**src/rtl/lock_pkg.sv**
```systemverilog
// lock_pkg: FSM state encoding and default code/wait/retry sizes shared by sender and detector
package lock_pkg;
  typedef enum logic [1:0] {IDLE, SEND, WAIT} state_t;
  localparam int CODE_W_DEF = 4;
  localparam int WAIT_CYC_DEF = 3;
  localparam int MAX_TRY_DEF = 3;
endpackage

```
**src/rtl/lock_code_shifter.sv**
```systemverilog
// lock_code_shifter: MSB-first rotating code register (clk, reset active-low, load/shift in, din code, q current bit, last_bit on LSB)
module lock_code_shifter import lock_pkg::*; #(
  parameter int CODE_W = CODE_W_DEF
) (
  input  logic              clk,
  input  logic              reset,
  input  logic              load,
  input  logic              shift,
  input  logic [CODE_W-1:0] din,
  output logic              q,
  output logic              last_bit
);
  localparam int IW = CODE_W > 1 ? $clog2(CODE_W) : 1;
  logic [CODE_W-1:0] data;
  logic [IW-1:0] idx;
  assign q = data[CODE_W-1];
  assign last_bit = idx == '0;
  always_ff @(posedge clk)
    if (!reset) begin
      data <= '0;
      idx <= IW'(CODE_W - 1);
    end else if (load) begin
      data <= din;
      idx <= IW'(CODE_W - 1);
    end else if (shift) begin
      data <= (data << 1) | (data >> (CODE_W - 1));
      idx <= last_bit ? IW'(CODE_W - 1) : idx - 1'b1;
    end
endmodule

```
**src/rtl/lock_code_sender.sv**
```systemverilog
// lock_code_sender: sends a serial unlock code with retries (clk, reset active-low, start/code/unlock in; d, busy, done, pass, tries out)
module lock_code_sender import lock_pkg::*; #(
  parameter int   CODE_W     = CODE_W_DEF,
  parameter int   WAIT_CYC   = WAIT_CYC_DEF,
  parameter int   MAX_TRY    = MAX_TRY_DEF,
  parameter logic IDLE_LEVEL = 1'b0
) (
  input  logic                         clk,
  input  logic                         reset,
  input  logic                         start,
  input  logic [CODE_W-1:0]            code,
  input  logic                         unlock,
  output logic                         d,
  output logic                         busy,
  output logic                         done,
  output logic                         pass,
  output logic [$clog2(MAX_TRY+1)-1:0] tries
);
  localparam int TW = $clog2(MAX_TRY + 1);
  localparam int WW = $clog2(WAIT_CYC + 1);
  state_t state, state_nx;
  logic [WW-1:0] wait_cnt;
  logic q, last_bit, accept, hit, expire, retry, fin;
  lock_code_shifter #(.CODE_W(CODE_W)) u_shifter (
    .clk(clk),
    .reset(reset),
    .load(accept),
    .shift(state == SEND),
    .din(code),
    .q(q),
    .last_bit(last_bit)
  );
  always_comb begin
    accept = state == IDLE && start;
    hit = unlock && (state == WAIT || (state == SEND && last_bit));
    expire = state == WAIT && wait_cnt == WW'(WAIT_CYC - 1);
    retry = expire && !hit && tries != TW'(MAX_TRY);
    fin = hit || (expire && !retry);
  end
  always_ff @(posedge clk)
    if (!reset) state <= IDLE;
    else state <= state_nx;
  always_comb
    state_nx = accept ? SEND :
               fin ? IDLE :
               retry ? SEND :
               (state == SEND && last_bit) ? WAIT : state;
  always_comb begin
    busy = state != IDLE;
    d = state == SEND ? q : IDLE_LEVEL;
  end
  always_ff @(posedge clk)
    if (!reset) begin
      done <= 1'b0;
      pass <= 1'b0;
      tries <= '0;
      wait_cnt <= '0;
    end else begin
      done <= fin;
      pass <= hit;
      tries <= accept ? TW'(1) : retry ? tries + 1'b1 : tries;
      wait_cnt <= state == WAIT ? wait_cnt + 1'b1 : '0;
    end
endmodule

```
**config.mk**
```make
export PLATFORM = sky130hd
export DESIGN_NAME = lock_code_sender
export DESIGN_NICKNAME = d
export VERILOG_FILES = /design/src/rtl/lock_pkg.sv /design/src/rtl/lock_code_shifter.sv /design/src/rtl/lock_code_sender.sv
export SDC_FILE = /design/constraint.sdc
export NUM_CORES = 1
export LEC_CHECK = 0
export ABC_AREA = 1
export BUFFER_PORTS_ARGS = -buffer_cell sky130_fd_sc_hd__buf_2
export CORE_UTILIZATION = 40
export DETAILED_ROUTE_END_ITERATION = 16
export GPL_ROUTABILITY_DRIVEN = 0
export GPL_TIMING_DRIVEN = 1
export SYNTH_ARGS = -nofsm -noshare
export SYNTH_HDL_FRONTEND = slang
export SYNTH_SLANG_ARGS = --single-unit
export TNS_END_PERCENT = 50
```
**constraint.sdc**
```tcl
create_clock -name clk -period 1.2 [get_ports clk]
set_input_delay 0.24 -clock clk [delete_from_list [all_inputs] [get_ports clk]]
set_output_delay 0.24 -clock clk [all_outputs]
set_load 0.01 [all_outputs]
```
==> impl_metrics.tcl <==
set metrics [dict create \
    worstSetupPathType "flip-flop to output pin" \
    synth_fp_nets 95 \
    fin_crit_sh_pct 103.3 \
    critPathCaptureType "output pin" \
    die_x_um 42.02 \
    cts_inserted_buffers 3 \
    maxCapViolations 0 \
    setup_viol 2 \
    htree_levels 1 \
    first_global_vias 500 \
    core-area_mm2 0.001506 \
    syn_area_um2 640.6 \
    clk_pin_slew_worst_paths_ns 0.08 \
    rsz0062_at_grt "yes" \
    hold_violations 0 \
    synth.yosys.warnings 0 \
    violations "negative setup slack" \
    num_io_pins 14 \
    cts-root-buf "clkbuf_4" \
    syn_inst 84 \
    antenna_found_initial 0 \
    fin_area_um2 899.6 \
    syn_area_per_cell_um2 7.626 \
    crit_required_ns 0.96 \
    post-dp-hpwl_um 942.8 \
    grt_max_degree 9 \
    ys_ff_latch 14 \
    syn_to_final_growth_pct 40.43 \
    drtIter0Drc 8 \
    report.final.slew_viol_count 0 \
    setup.worst_path.start_class "flip-flop" \
    ir_worst_vdd_v 0.0005928 \
    synth_cell_types 20 \
    multiInputGateArea_um2 345.3 \
    cp_max_fo 2 \
    cts_buffer_depth 2 \
    drcViolationCount 0 \
    vias_per_cell 4.680 \
    routed_wl_um 1293 \
    num_vias 585 \
    overflow 0 \
    hold_buffers 0 \
    pwr-share-comb_pct 14.6 \
    p_int_uw 735.5 \
    clock_sinks 14 \
    grt_pass1_wl_um 2214 \
    period_needed_ns 1.240 \
    seqCellArea_um2 286.5 \
    die_h_um 42.02 \
    diodes 0 \
    fmax_mhz 806.6 \
    p_total_uw 981.2 \
    dp_slack_ns 0.07718 \
    dr.pass1.iters 4 \
    tritoncts "done" \
    clkLatencyLatePin_ns 0.28 \
    fill_cells 135 \
    worst_pin_slew_ns 0.3352 \
    netSwitchingFraction_pct 25.04 \
    synth.yosys.seq_area_share_pct 43.75 \
    placed_area_um2 725.7 \
    pwr-share-clk_pct 34.5 \
    min_path_type "primary input to flip-flop" \
    p_leak_nw 0.4529 \
    drive_above_1_share_pct 43.12 \
    rrSetupSlack_ns 0.04 \
    track_usage_pct 17.21 \
    powerDensity_mw_per_mm2 1091 \
    die_area_mm2 0.001766 \
    wl_per_cell_um 10.34 \
    nNetsFinal 121 \
    io_buffers 13 \
    rows 14 \
    timing.hold.ws_ns 0.1965 \
    status "complete, but fails checks" \
    slew_headroom_pct 77.63 \
    p_seq_share_pct 50.8 \
    start_util_pct 42.52 \
    timing.final.ws_setup_ns -0.03972 \
    fin_skew_ns 0.004008 \
    p_sw_uw 245.7 \
    ant_nets 0 \
    arrival_ns 1.00 \
]
-- final cells by class --
type | instances | share of cell area, %
timing repair buffer | 21 | 16.55
sequential | 14 | 31.85
inverter | 16 | 6.954
tap | 16 | 2.225
clock buffer | 4 | 4.033
multi-input combinational | 54 | 38.39
-- critical path, stage by stage (launching register included) --
cell and delay [ns]:
dfxtp_2 0.34, inv_2 0.08, nand2_4 0.05, inv_2 0.06, nand2_2 0.05, inv_2 0.05
buf_6 0.09
-- cell families after synthesis --
group / Yosys count / share of synthesized area [%]
fa+ha+maj: 3 / 5.860
buf+inv: 16 / 9.766
flops: 14 / 43.75
simple gates: 40 / 30.47
compound gates: 11 / 10.15
-- per-layer routing --
layer,share of wire [%],global-route usage [%],wire [µm],vias to the layer above
met5,0,0,0,-
met4,1.0,5.625,13,0
met3,4.4,8.190,57,2
met2,46,24.06,601,9
met1,48,23.37,621,256
li1,-,-,-,318
-- what timing repair did --
item / 4_1_cts / 5_1_grt
endpoints found under the setup margin: 2 / 8
gates resized for setup: 6 / 15
pin swaps: 1 / 3
buffers inserted: 6 / 2
-- cell usage in the layout, fill, tap and decap left out, drive strengths merged --
master	synthesis	layout
nand3b	1	1
nand2	24	24
a21oi	1	1
nor2	11	11
ha	3	3
and3	1	1
nand3	2	2
nand4	1	1
o21ai	4	4
inv	16	16
o211ai	2	2
clkbuf	0	4
dfxtp	14	14
buf	0	21
a31oi	4	4
-- synth_stat cells, drive strengths merged --
cell | instances | area, µm²
a21oi | 1 | 5.000
a31oi | 4 | 25.02
and3 | 1 | 6.260
dfxtp | 14 | 280.3
ha | 3 | 37.54
inv | 16 | 62.56
nand2 | 24 | 92.59
nand3 | 2 | 22.52
nand3b | 1 | 7.510
nand4 | 1 | 12.51
nor2 | 11 | 53.80
o211ai | 2 | 15.01
o21ai | 4 | 20.01
-- final timing paths --
path	start	endpoint	depth (start not counted)
setup / recovery	state[1]	d	6
hold / removal	reset	state[0]	3
setup reg to reg	state[1]	state[1]	8
hold reg to reg	wait_cnt[0]	wait_cnt[0]	1
-- registers in the layout (all words and copies together) (netlist names) --
name / flops
u_shifter.idx: 2
tries: 2
done: 1
u_shifter.data: 4
state: 2
wait_cnt: 2
pass: 1
-- power groups by stage --
stage               registers (mW)  logic [mW]  clock network, mW
floorplan                    0.507      0.0688                  0
global placement             0.507       0.103                  0
detailed placement           0.507       0.106                  0
CTS                          0.498       0.121              0.346
global route                 0.501       0.160              0.376
finish                       0.499       0.143              0.339
-- stage by stage --
step                      instances  TNS [ns]  util (%)
after global routing            125   -0.4200     59.72
final                           125  -0.06663     59.72
after CTS                       123  -0.08655     54.65
after detailed placement        113         0     48.17
after global placement          113         0     48.17
after floorplan                  84         0         -
No activity file was read; power rests on OpenSTA's default activity.
